**src/rtl/water_pkg.sv**
```systemverilog
// Shared types and widths for the drink reminder scheduler.
// Latency: n/a (types and a pure function only).
// Backpressure: n/a.
package water_pkg;

    typedef enum logic [1:0] {
        COUNT = 2'd0,
        ALERT = 2'd1,
        DONE  = 2'd2
    } sched_state_t;

    localparam int SECS_W  = 12;
    localparam int LEVEL_W = 4;

    function automatic logic [LEVEL_W-1:0] sat_inc(input logic [LEVEL_W-1:0] v,
                                                   input logic [LEVEL_W-1:0] lim);
        return (v >= lim) ? lim : v + 1'b1;
    endfunction

endpackage

```
**src/rtl/water_sched_tick_gen.sv**
```systemverilog
// Prescaler producing a one-cycle tick every TICK_DIV clocks; clr restarts the count.
// Latency: tick is combinational on the prescaler value; clr takes effect on the next edge.
// Backpressure: none, free running.
module tick_gen #(
    parameter int TICK_DIV = 50_000_000
) (
    input  logic clk,
    input  logic reset,
    input  logic clr,
    output logic tick
);

    localparam int CNT_W = (TICK_DIV > 1) ? $clog2(TICK_DIV) : 1;
    localparam logic [CNT_W-1:0] LAST = CNT_W'(TICK_DIV - 1);

    logic [CNT_W-1:0] cnt;

    assign tick = (cnt == LAST);

    always_ff @(posedge clk or negedge reset) begin
        if (!reset) begin
            cnt <= '0;
        end else if (clr || tick) begin
            cnt <= '0;
        end else begin
            cnt <= cnt + 1'b1;
        end
    end

endmodule

```
**src/rtl/water_sched.sv**
```systemverilog
// Drink reminder: interval countdown with alert, saturating level count, frame-synchronous level.
// Latency: drink counted on the 3rd edge after it rises; water_level follows at the next frame start.
// Backpressure: none; a drink in DONE is dropped, clear_day always wins.
module water_sched
    import water_pkg::*;
#(
    parameter int TICK_DIV   = 50_000_000,
    parameter int INTERVAL_S = 1800,
    parameter int MAX_LEVEL  = 15
) (
    input  logic               clk,
    input  logic               reset,
    input  logic               drink,
    input  logic               clear_day,
    input  logic               vsync,
    output logic [LEVEL_W-1:0] water_level,
    output logic               remainder,
    output logic               alert,
    output logic [SECS_W-1:0]  secs_left,
    output logic [1:0]         state
);

    localparam logic [SECS_W-1:0]  INTERVAL = SECS_W'(INTERVAL_S);
    localparam logic [LEVEL_W-1:0] MAX_LV   = LEVEL_W'(MAX_LEVEL);

    logic drink_s1, drink_s2, drink_s3, drink_p;
    logic vs_q, frame_start;
    logic tick, reload;

    sched_state_t       state_q, state_d;
    logic [LEVEL_W-1:0] level_q, level_d, level_inc;
    logic [SECS_W-1:0]  secs_q, secs_d;
    logic               rem_q, rem_d;

    tick_gen #(.TICK_DIV(TICK_DIV)) u_tick (
        .clk   (clk),
        .reset (reset),
        .clr   (reload),
        .tick  (tick)
    );

    // drink is asynchronous: two flops for metastability, a third for the edge
    always_ff @(posedge clk or negedge reset) begin
        if (!reset) begin
            drink_s1 <= 1'b0;
            drink_s2 <= 1'b0;
            drink_s3 <= 1'b0;
            vs_q     <= 1'b1;
        end else begin
            drink_s1 <= drink;
            drink_s2 <= drink_s1;
            drink_s3 <= drink_s2;
            vs_q     <= vsync;
        end
    end

    assign drink_p     = drink_s2 & ~drink_s3;
    assign frame_start = vs_q & ~vsync;

    always_comb begin
        state_d   = state_q;
        level_d   = level_q;
        secs_d    = secs_q;
        rem_d     = rem_q;
        reload    = 1'b0;
        level_inc = sat_inc(level_q, MAX_LV);

        if (clear_day) begin
            level_d = '0;
            state_d = COUNT;
            rem_d   = 1'b0;
            reload  = 1'b1;
        end else begin
            case (state_q)
                COUNT, ALERT: begin
                    // a drink restarts the interval, so a coincident tick is dropped
                    if (drink_p) begin
                        level_d = level_inc;
                        reload  = 1'b1;
                        rem_d   = 1'b0;
                        state_d = (level_inc == MAX_LV) ? DONE : COUNT;
                    end else if (tick) begin
                        if (state_q == ALERT) begin
                            rem_d = ~rem_q;
                        end else if (secs_q <= SECS_W'(1)) begin
                            secs_d  = '0;
                            state_d = ALERT;
                            rem_d   = 1'b1;
                        end else begin
                            secs_d = secs_q - 1'b1;
                        end
                    end
                end
                DONE: begin
                    secs_d = '0;
                    rem_d  = 1'b0;
                end
                default: state_d = COUNT;
            endcase
        end

        if (reload) begin
            secs_d = INTERVAL;
        end
        if (state_d == DONE) begin
            secs_d = '0;
        end
    end

    always_ff @(posedge clk or negedge reset) begin
        if (!reset) begin
            state_q     <= COUNT;
            level_q     <= '0;
            secs_q      <= INTERVAL;
            rem_q       <= 1'b0;
            water_level <= '0;
        end else begin
            state_q <= state_d;
            level_q <= level_d;
            secs_q  <= secs_d;
            rem_q   <= rem_d;
            if (frame_start) begin
                water_level <= level_q;
            end
        end
    end

    assign state     = state_q;
    assign alert     = (state_q == ALERT);
    assign remainder = rem_q;
    assign secs_left = secs_q;

endmodule

```
**config.mk**
```make
export PLATFORM = sky130hd
export DESIGN_NAME = water_sched
export DESIGN_NICKNAME = d
export VERILOG_FILES = /design/src/rtl/water_pkg.sv /design/src/rtl/water_sched_tick_gen.sv /design/src/rtl/water_sched.sv
export SDC_FILE = /design/constraint.sdc
export NUM_CORES = 1
export LEC_CHECK = 0
export ABC_AREA = 1
export CORE_UTILIZATION = 45
export CTS_CLUSTER_DIAMETER = 80
export DETAILED_ROUTE_END_ITERATION = 6
export GPL_TIMING_DRIVEN = 0
export SETUP_SLACK_MARGIN = 0.05
export SLEW_MARGIN = 20
export SYNTH_ARGS = -nofsm -noshare
export SYNTH_HDL_FRONTEND = slang
export SYNTH_SLANG_ARGS = --single-unit
```
**constraint.sdc**
```tcl
create_clock -name clk -period 3.4 [get_ports clk]
set_clock_uncertainty 0.2 [all_clocks]
set_input_delay 0.34 -clock clk [delete_from_list [all_inputs] [get_ports clk]]
set_output_delay 0.34 -clock clk [all_outputs]
set_load 0.05 [all_outputs]
```
==> results.cfg, run 1 <==
[setup_path]
cpMaxStageDelayCell = clkdlybuf4s50_1
rrSetupSlack_ps = 1280
crit_chain = inv_1 -> nor2_1 -> clkdlybuf4s50_1
cp_slowest_stage_delay_ps = 860
end_kind = output port
critPathLaunch = state[0]$_DFF_PN0_
crit_required_ps = 2860
r2r_start = u_tick.cnt[0]$_DFF_PN0_
cp.arrival_ps = 1890
crit_end = alert
start_kind = flip-flop
worst_r2r_endpoint = u_tick.cnt[19]$_DFF_PN0_
path_class = reg -> out
path_max_fanout = 5
ff2ff_path_depth = 9

[grt]
grt_start_max_net_pins = 54
antenna_found_initial = 0
gr-total-overflow = 0
grt_pass1_wl_mm = 12.0
track_usage_pct = 21.1
first_global_vias = 2556

[sta]
fmax_mhz = 412
worst_slew_pin_slew_ps = 651
rsz0062_at_grt = false
setup_tns_ps = 0
post-route-min-period_ps = 2430
slew_headroom_pct = 56.6
slew_viol_final = 0
period_share_pct = 71.4
hold_violations = 0
finalSetupViolCount = 0

[floorplan]
ios = 25
dieArea_mm2 = 0.00713
fp-row-count = 29
die_w_um = 84.4
core_mm2 = 0.00646
die_h_um = 84.4
start_util_pct = 47.3

[cells_and_area]
drive_gt1_share_pct = 8.64
diodes = 0
stdcell_count = 517
fin_util_pct = 54.7
nNetsFinal = 448
nFillCells = 638
syn_to_final_growth_pct = 15.6

[power]
p_leak_nw = 1.60
pwr_density_cell_mw_per_mm2 = 454
vdd_drop_max_uv = 234

[placed_design]
dp_cells = 508
port_buffers = 24
routabilityCongestion = 0.893
dpl.hpwl_mm = 5.02

[clocking]
cts_buffers = 5
clk_path_buf_depth = 2
cts_setup_buffers = 0
clock_tree.root_cell = clkbuf_8
ctsHtreeMaxLevel = 2
clk_latency_ps = 310
clock-sinks = 53
cts_tree = built
clk_pin_slew_ps = 90

[synthesis]
synthesis.nets = 416
yosysSeqAreaShare_pct = 43.6
syn_inst = 407
synth_edf_count = 0
netlist_area_mm2 = 0.00306
async_flop_share_pct = 100
synth_commonest_cells = nand2_1 (117), nor2_1 (62), dfrtp_1 (48), inv_1 (48), nand3_1 (24)
synth_area_leaders = dfrtp_1 (39%), nand2_1 (14%), nor2_1 (7.6%)
syn_avg_cell_area_um2 = 7.51
yosysUniqueCellTypes = 33
yosysWarnings = 0
yosysTopAreaCell = dfrtp_1
ys.flop_type = dfrtp_1
yosysMostFrequentCell = nand2_1
ys_ff_latch = 53
synth.top_cell.area_share_pct = 39.3

[routing]
highest_layer = met4
drc_errors = 1
antenna_left = 0
dr.pass1.iters = 6
routed_wl_mm = 6.79
num_vias = 2635
drt_iter0_markers = 146
route.met3.wl_um = 320
via_per_inst = 5.10
wl_met1_mm = 3.50
drt-wirelength-per-cell_um = 13.1
route.met2.wl_mm = 2.88

[run_status]
outcome = complete, but fails checks
failed_checks = DRC

[min_path]
hold_path_class = reg -> reg

[flow_run]
drv_cap = 0
[layer usage]
| metal | up-vias | GRT usage (%) |
|---|---|---|
| met5 | - | 0 |
| met4 | 0 | 7.24 |
| met3 | 6 | 3.44 |
| met2 | 49 | 31.7 |
| met1 | 1227 | 30.8 |
| li1 | 1353 | - |
[registers in the layout, summed over array words and instances, names as in the netlist]
name	flops
drink_s1	1
drink_s2	1
drink_s3	1
level_q	4
remainder	1
secs_left	12
state	2
u_tick.cnt	26
vs_q	1
water_level	4
[placed cells by master (no fill, tap or decap), types with 2 or more instances in the layout]
master           netlist  layout
nor3_1                15      15
bufinv_16              0       2
buf_4                  2       3
o21ai_2                8       8
dfstp_2                5       5
nand2_2                5       5
o21bai_1               2       2
o21a_1                 2       2
clkbuf_8               0       5
nand3b_1               3       3
o21ai_0               11      11
nand2_1              117     117
ha_1                   4       4
xnor2_1                7       7
clkdlybuf4s50_1        0      23
xor2_1                12      12
nand3_1               24      24
o22ai_1                2       2
dfrtp_1               48      48
a21oi_1                5       5
buf_6                  2       2
nor3b_1                5       5
nor2_1                62      62
nand4_1                7       7
inv_1                 48      48
[area by class of cell]
type | count | area (um2) | share of cell area (%)
multi-input combinational | 301 | 1500 | 42.5
sequential | 53 | 1330 | 37.7
clock inverter | 3 | 65.1 | 1.84
tap | 77 | 96.3 | 2.73
inverter | 48 | 180 | 5.10
timing repair buffer | 25 | 248 | 7.01
buffer | 5 | 42.5 | 1.20
clock buffer | 5 | 68.8 | 1.95
[stage by stage]
stage	hold slack (ps)	setup WS (ps)	total power, mW	cell area [um2]
after global routing	179	863	1.69	3530
after detailed placement	137	1260	1.11	3390
final	155	972	1.61	3530
after global placement	133	128	1.11	3390
after floorplan	-156	1020	0.995	3060
after CTS	161	944	1.63	3530
[cells by family (layout without fill, tap and decap cells)]
group / after synthesis / after routing / synth area share [%]
XOR/XNOR: 19 / 19 / 5.44
AND/OR/NAND/NOR: 246 / 246 / 35.4
AO/OA/AOI/OAI: 32 / 32 / 6.67
buffers and inverters: 53 / 86 / 7.29
flip-flops: 53 / 53 / 43.6
adder cells (fa/ha/maj): 4 / 4 / 1.64
[worst min path at each step]
stage                         end  slack, ps  depth (start not counted)                from
2_1_floorplan  drink_s1$_DFF_PN0_       -160                          0               reset
3_3_place_gp   drink_s2$_DFF_PN0_        130                          0  drink_s1$_DFF_PN0_
3_5_place_dp   drink_s2$_DFF_PN0_        140                          0  drink_s1$_DFF_PN0_
4_1_cts        drink_s2$_DFF_PN0_        160                          0  drink_s1$_DFF_PN0_
5_1_grt        drink_s2$_DFF_PN0_        180                          0  drink_s1$_DFF_PN0_
6_report       drink_s2$_DFF_PN0_        150                          0  drink_s1$_DFF_PN0_
[repair_timing]
action,CTS,global route
hold buffers,1,0
gates resized for setup,0,0
setup endpoints to repair,0,0
hold endpoints to repair,48,0
[power breakdown]
part,internal [mW],total (mW),switching (mW)
clock,0.293,0.503,0.210
sequential,0.674,0.720,0.0459
combinational,0.131,0.383,0.251
total,1.10,1.61,0.508
[critical path: cells and delay by family (launching register included)]
family                 cells  cell delay [ps]
and+or+nand+nor            1              220
buffers and inverters      2              920
DFF                        1              440
No activity file was read; power rests on OpenSTA's default activity.
==> run 2: changes to the inputs <==
- clock period: 3.4 -> 2.5 ns (I/O delays scaled with it)
==> results of run 2 <==
The final DEF is identical to that of run 1. Status: complete, but fails checks: DRC.
Among the figures that moved: setup slack after placement 1260 ps -> 384 ps; setup slack after layout 972 ps -> 162 ps; register-to-register setup slack 1280 ps -> 380 ps; total power 1.61 mW -> 2.18 mW; worst IR drop on VDD 234 uV -> 318 uV
